<file path="src/rtl/irq_source_arbiter_8_pkg.sv">
// Purpose : shared constants and types for the 8-source interrupt arbiter.
// Contents: source count, id width, default masks, FSM state encoding.
package irq_source_arbiter_8_pkg;

  localparam int unsigned NUM_SOURCES = 8;
  localparam int unsigned ID_W        = 3;

  localparam logic [NUM_SOURCES-1:0] DEFAULT_INVERT_MASK = 8'h00;
  localparam logic [NUM_SOURCES-1:0] DEFAULT_EDGE_MASK   = 8'hFF;

  typedef enum logic [1:0] {
    StIdle    = 2'b00,
    StPend    = 2'b01,
    StService = 2'b10
  } state_e;

endpackage

</file>
<file path="src/rtl/irq_source_arbiter_8_if.sv">
// Purpose : request/handshake bundle between interrupt sources, the CPU and the arbiter.
// Signals : req[8], enable[8], ack, eoi  (driven by master)
//           irq_out, irq_id[3], busy, pending[8]  (driven by the arbiter, slave side)
interface irq_source_arbiter_8_if;
  import irq_source_arbiter_8_pkg::*;

  logic [NUM_SOURCES-1:0] req;
  logic [NUM_SOURCES-1:0] enable;
  logic                   ack;
  logic                   eoi;
  logic                   irq_out;
  logic [ID_W-1:0]        irq_id;
  logic                   busy;
  logic [NUM_SOURCES-1:0] pending;

  modport master (
    output req, enable, ack, eoi,
    input  irq_out, irq_id, busy, pending
  );

  modport slave (
    input  req, enable, ack, eoi,
    output irq_out, irq_id, busy, pending
  );

endinterface

</file>
<file path="src/rtl/irq_source_arbiter_8_prio_enc_8.sv">
// Purpose : combinational priority encoder, lowest set bit wins.
// Ports   : i_vec[8]  candidate vector
//           o_idx[3]  index of the lowest set bit (0 when none set)
//           o_valid   any bit of i_vec set
module irq_source_arbiter_8_prio_enc_8
  import irq_source_arbiter_8_pkg::*;
(
  input  logic [NUM_SOURCES-1:0] i_vec,
  output logic [ID_W-1:0]        o_idx,
  output logic                   o_valid
);

  always_comb begin
    o_idx   = '0;
    o_valid = |i_vec;
    // Scan downward so the last hit written is the lowest index.
    for (int i = int'(NUM_SOURCES) - 1; i >= 0; i--) begin
      if (i_vec[i]) begin
        o_idx = ID_W'(i);
      end
    end
  end

endmodule

</file>
<file path="src/rtl/irq_source_arbiter_8.sv">
// Purpose : recovers which of 8 request sources fired, latches them as pending and
//           presents one registered interrupt plus the id of the lowest enabled
//           pending source, with an ack / end-of-interrupt handshake.
// Ports   : clock  system clock, rising edge
//           reset  synchronous, active-high
//           bus    slave side of irq_source_arbiter_8_if (req, enable, ack, eoi in;
//                  irq_out, irq_id, busy, pending out)
module irq_source_arbiter_8
  import irq_source_arbiter_8_pkg::*;
#(
  parameter logic [NUM_SOURCES-1:0] InvertMask = DEFAULT_INVERT_MASK,
  parameter logic [NUM_SOURCES-1:0] EdgeMask   = DEFAULT_EDGE_MASK
) (
  input  logic                   clock,
  input  logic                   reset,
  irq_source_arbiter_8_if.slave  bus
);

  logic [NUM_SOURCES-1:0] w_real_req;
  logic [NUM_SOURCES-1:0] w_rise;
  logic [NUM_SOURCES-1:0] w_event;
  logic [NUM_SOURCES-1:0] w_clr;
  logic [ID_W-1:0]        w_enc_idx;
  logic                   w_enc_valid;
  state_e                 w_state_next;
  logic [ID_W-1:0]        w_irq_id_next;

  state_e                 r_state;
  logic [NUM_SOURCES-1:0] r_req_d;
  logic [NUM_SOURCES-1:0] r_pending;
  logic [ID_W-1:0]        r_irq_id;
  logic                   r_irq_out;
  logic                   r_busy;

  assign w_real_req = bus.req ^ InvertMask;
  assign w_rise     = w_real_req & ~r_req_d;
  assign w_event    = (EdgeMask & w_rise) | (~EdgeMask & w_real_req);

  // Only the granted source is cleared, and only in the cycle ack is taken.
  always_comb begin
    w_clr = '0;
    if (r_state == StPend && bus.ack) begin
      w_clr[r_irq_id] = 1'b1;
    end
  end

  irq_source_arbiter_8_prio_enc_8 u_prio_enc (
    .i_vec   (r_pending & bus.enable),
    .o_idx   (w_enc_idx),
    .o_valid (w_enc_valid)
  );

  always_comb begin
    w_state_next  = r_state;
    w_irq_id_next = r_irq_id;
    case (r_state)
      StIdle: begin
        if (w_enc_valid) begin
          w_state_next  = StPend;
          w_irq_id_next = w_enc_idx;
        end
      end
      // ack wins over a simultaneous eoi because eoi is not looked at here.
      StPend: begin
        if (bus.ack) begin
          w_state_next = StService;
        end
      end
      StService: begin
        if (bus.eoi) begin
          w_state_next = StIdle;
        end
      end
      default: w_state_next = StIdle;
    endcase
  end

  always_ff @(posedge clock) begin
    if (reset) begin
      r_state   <= StIdle;
      // Seed the edge history so a line already active at reset is not an edge.
      r_req_d   <= w_real_req;
      r_pending <= '0;
      r_irq_id  <= '0;
      r_irq_out <= 1'b0;
      r_busy    <= 1'b0;
    end else begin
      r_state   <= w_state_next;
      r_req_d   <= w_real_req;
      // Set beats clear so an edge coinciding with ack is kept.
      r_pending <= w_event | (r_pending & ~w_clr);
      r_irq_id  <= w_irq_id_next;
      r_irq_out <= (w_state_next == StPend);
      r_busy    <= (w_state_next == StService);
    end
  end

  assign bus.irq_out = r_irq_out;
  assign bus.irq_id  = r_irq_id;
  assign bus.busy    = r_busy;
  assign bus.pending = r_pending;

endmodule
</file>
<file path="src/flat_wrapper.sv">
// flat-port wrapper written by rule: the top's interface ports become plain ports
module irq_source_arbiter_8_flat import irq_source_arbiter_8_pkg::*;
#(
  parameter logic [NUM_SOURCES-1:0] InvertMask = DEFAULT_INVERT_MASK,
  parameter logic [NUM_SOURCES-1:0] EdgeMask   = DEFAULT_EDGE_MASK
)
  (clock, reset, bus_req, bus_enable, bus_ack, bus_eoi, bus_irq_out, bus_irq_id, bus_busy, bus_pending);
  irq_source_arbiter_8_if bus_i ();
  input  logic clock;
  input  logic reset;
  input wire logic [$bits(bus_i.req)-1:0] bus_req;
  input wire logic [$bits(bus_i.enable)-1:0] bus_enable;
  input wire logic [$bits(bus_i.ack)-1:0] bus_ack;
  input wire logic [$bits(bus_i.eoi)-1:0] bus_eoi;
  output wire logic [$bits(bus_i.irq_out)-1:0] bus_irq_out;
  output wire logic [$bits(bus_i.irq_id)-1:0] bus_irq_id;
  output wire logic [$bits(bus_i.busy)-1:0] bus_busy;
  output wire logic [$bits(bus_i.pending)-1:0] bus_pending;
  assign bus_i.req = bus_req;
  assign bus_i.enable = bus_enable;
  assign bus_i.ack = bus_ack;
  assign bus_i.eoi = bus_eoi;
  assign bus_irq_out = bus_i.irq_out;
  assign bus_irq_id = bus_i.irq_id;
  assign bus_busy = bus_i.busy;
  assign bus_pending = bus_i.pending;
  irq_source_arbiter_8 #(.InvertMask(InvertMask), .EdgeMask(EdgeMask)) u_core (.clock(clock), .reset(reset), .bus(bus_i));
endmodule
</file>
<file path="config.mk">
export PLATFORM = sky130hd
export DESIGN_NAME = irq_source_arbiter_8_flat
export DESIGN_NICKNAME = d
export VERILOG_FILES = /design/src/rtl/irq_source_arbiter_8_pkg.sv /design/src/rtl/irq_source_arbiter_8_if.sv /design/src/rtl/irq_source_arbiter_8_prio_enc_8.sv /design/src/rtl/irq_source_arbiter_8.sv /design/src/flat_wrapper.sv
export SDC_FILE = /design/constraint.sdc
export NUM_CORES = 1
export LEC_CHECK = 0
export ABC_AREA = 1
export BUFFER_PORTS_ARGS = -buffer_cell sky130_fd_sc_hd__buf_4
export CORE_UTILIZATION = 49
export CTS_CLUSTER_SIZE = 16
export DETAILED_ROUTE_END_ITERATION = 10
export GPL_ROUTABILITY_DRIVEN = 0
export MAX_ROUTING_LAYER = met4
export PLACE_DENSITY = 0.77
export REMOVE_ABC_BUFFERS = 1
export SLEW_MARGIN = 20
export SYNTH_ARGS = -nofsm -noshare
export SYNTH_HDL_FRONTEND = slang
export SYNTH_SLANG_ARGS = --single-unit
export TNS_END_PERCENT = 1
</file>
<file path="constraint.sdc">
create_clock -name clock -period 1.67 [get_ports clock]
set_clock_uncertainty 0.1 [all_clocks]
set_input_delay 0.167 -clock clock [delete_from_list [all_inputs] [get_ports clock]]
set_output_delay 0.167 -clock clock [all_outputs]
set_load 0.02 [all_outputs]
</file>
==> metrics.md <==
| Metric | Value |
|---|---|
| Run status | complete, no violations |
| CP top delay family | flip-flops |
| Initial Utilization | 54.76% |
| Pwr dens | 963.3 nW/µm² |
| Layout Cells excl Fill | 166 |
| ANT cells | 0 |
| Vias in the first global route | 788 |
| Seq cells post-synth | 23 |
| DR WL/cell | 11.97 µm |
| Final hold violations | 0 |
| CP startpoint | u_core.bus.irq_id[0] |
| First-pass GRT wire length | 3180 µm |
| Clock Latency Late Sink | 0.31 ns |
| TritonCTS Sinks | 23 |
| Max_cap viols | 0 |
| Worst R2R Path Depth | 6 |
| Arrival @ worst endpoint | 0.96 ns |
| Die area | 1934 µm² |
| DIE WIDTH | 43.98 µm |
| Worst Hold Margin | 0.02488 ns |
| CTS root buffer | clkbuf_4 |
| Fin crit period | 1.228 ns |
| CTS tree | built |
| Final Max Tran Viols | 0 |
| Critical path cell sequence | buf_4 |
| Hold Path Class | input pin to flip-flop |
| Synth Instances | 107 |
| H-tree depth | 1 |
| Setup violators final | 0 |
| Detail Route Antenna Nets | 0 |
| RR Endpoint | u_core.bus.irq_id[1] |
| Yosys cell types | 16 |
| Initial DRC count | 33 |
| Register area share after synthesis | 53.33% |
| Fin nets | 171 |
| Reg2reg start | u_core.bus.pending[2] |
| Worst hold stages | 2 |
| Top cell type's share of synthesized area | 53.33% |
| Remaining DRCs | 0 |
| First-pass iteration count of the detailed router | 6 |
| Via Count | 861 |
| Hold Path End | u_core.bus.pending[6] |
| Largest net degree at the start of global routing | 15 |
| RSZ-0062 raised after global routing | no |
| Flop-to-flop setup slack | 0.44 ns |
| DP HPWL | 1387 µm |
| Avg Cell Area, Syn | 8.068 µm² |
| Worst-path maximum fanout | 7 |
| Initial antenna violation count | 0 |
| Ports | 33 |
| Port Buf Inserts | 32 |
| Max Clk Rate | 814.4 MHz |
| Slew margin rel. | 83.39% |
| Rows | 14 |
| Area growth syn-to-layout | 42.03% |
| DR top layer | met4 |
| Total Neg Setup Slack | 0 ns |
| Final Core Density | 77.78% |
| Clk slew on worst S/H paths | 0.12 ns |
| Layout cells sized above 1 | 28.00% |
| Lkg Pwr | 0.6122 nW |
| Period utilization | 73.53% |
| Yosys warns | 0 |
| CP max-delay cell | dfxtp_1 |
| Wire length on met1 | 891 µm |
| Core area | 1577 µm² |
| CP Buf/Inv Count | 1 |
| Area contributors post-synth | dfxtp_1, nand2_1, o31ai_1, inv_1, a21oi_1 |
| # fillers | 121 |
| Worst Setup Start Kind | flip-flop |
| VDD IR-drop max | 0.6945 mV |
| Post-Syn Area | 863.3 µm² |
| Num CTS Buffers | 3 |
| Drt total wl | 1987 µm |
| Slew @ Worst Pin | 0.2470 ns |
| Vias per inst | 5.187 |
| Dpl cells | 154 |
| Die Ht | 43.98 µm |
| Maximum root-to-sink buffer count | 2 |
| Met2 WL | 938 µm |
| Tot GR Track Use | 23.13% |
| WS Path Type | flip-flop to output pin |
| Grt ovf | 0 |
| Largest stage delay, worst path | 0.46 ns |
| Post-CTS Setup Inserts | 0 |
| Cell taking the most area after synthesis | dfxtp_1 |
| CP Capture Type | output pin |
| Routed wl met3 | 137 µm |
| Hold path startpoint | reset |
| Critical path data required time | 1.40 ns |
==> routing by layer <==
metal  track usage (%)  up-vias
met3             3.750        4
met2             38.51       37
li1                  -      429
met5                 -        -
met1             27.86      391
met4             9.091        0
==> cells in the mapped netlist, drive strengths merged <==
cell type  number
o22ai           1
o31ai           8
nand2          32
nand3b          1
a21oi          12
nor2            9
o21ai           2
o21a            1
clkbuf          1
dfxtp          23
nor3            1
a31oi           1
inv            15
==> worst max-delay path by stage <==
stage                     depth (start not counted)                    end
after CTS                                         1          bus_irq_id[0]
after global routing                              5  u_core.bus.pending[5]
final                                             1          bus_irq_id[0]
after detailed placement                          5  u_core.bus.pending[3]
after global placement                            6   u_core.bus.irq_id[1]
after floorplan                                   6   u_core.bus.irq_id[1]
==> kinds of logic after synthesis <==
family / share of synthesized area, %
AO/OA/AOI/OAI: 18.70
buffers and inverters: 6.956
AND/OR/NAND/NOR: 21.01
flip-flops: 53.33
==> stage by stage <==
| stage | power [mW] | worst slack, ns | area (µm²) |
|---|---|---|---|
| 6_report | 1.181 | 0.4421 | 1226 |
| 3_5_place_dp | 0.9194 | 0.4772 | 1120 |
| 2_1_floorplan | 0.8000 | 0.4331 | 859.6 |
| 5_1_grt | 1.239 | 0.3237 | 1226 |
| 4_1_cts | 1.181 | 0.4367 | 1226 |
| 3_3_place_gp | 0.9132 | 0.4692 | 1120 |
==> cell usage in the layout (no fill, tap or decap), drive strengths merged <==
| cell type | count |
|---|---|
| a21oi | 12 |
| nand2 | 32 |
| o22ai | 1 |
| dfxtp | 23 |
| o21a | 1 |
| clkbuf | 4 |
| buf | 32 |
| dlygate4sd3 | 8 |
| nor3 | 1 |
| o31ai | 8 |
| a31oi | 1 |
| nor2 | 9 |
| inv | 15 |
| o21ai | 2 |
| nand3b | 1 |
==> sequential cells by signal, indices dropped and copies added, names as in the netlist <==
register / cells
u_core.bus.busy: 1
u_core.bus.irq_id: 3
u_core.bus.irq_out: 1
u_core.bus.pending: 8
u_core.r_req_d: 8
u_core.r_state: 2
==> what timing repair did <==
item | 4_1_cts | 5_1_grt
endpoints found under the setup margin | 0 | 0
resized for setup | 0 | 0
hold buffers | 8 | 0
hold endpoints to repair | 8 | 0
==> final cells by class <==
| cell class | instances | area, µm² | area share (%) |
|---|---|---|---|
| sequential | 23 | 460.4 | 37.55 |
| multi-input combinational | 68 | 342.8 | 27.96 |
| timing repair buffer | 40 | 320.3 | 26.12 |
| inverter | 15 | 56.30 | 4.592 |
| clock buffer | 4 | 26.28 | 2.143 |
| tap | 16 | 20.02 | 1.633 |
==> report_power, final <==
part           switching [mW]  leakage, nW  total, mW  internal (mW)
clock                   0.161       0.0150      0.254         0.0934
sequential             0.0400        0.192      0.636          0.596
combinational           0.160        0.406      0.291          0.131
total                   0.360        0.612       1.18          0.821
Power figures use the tool's default switching activity.
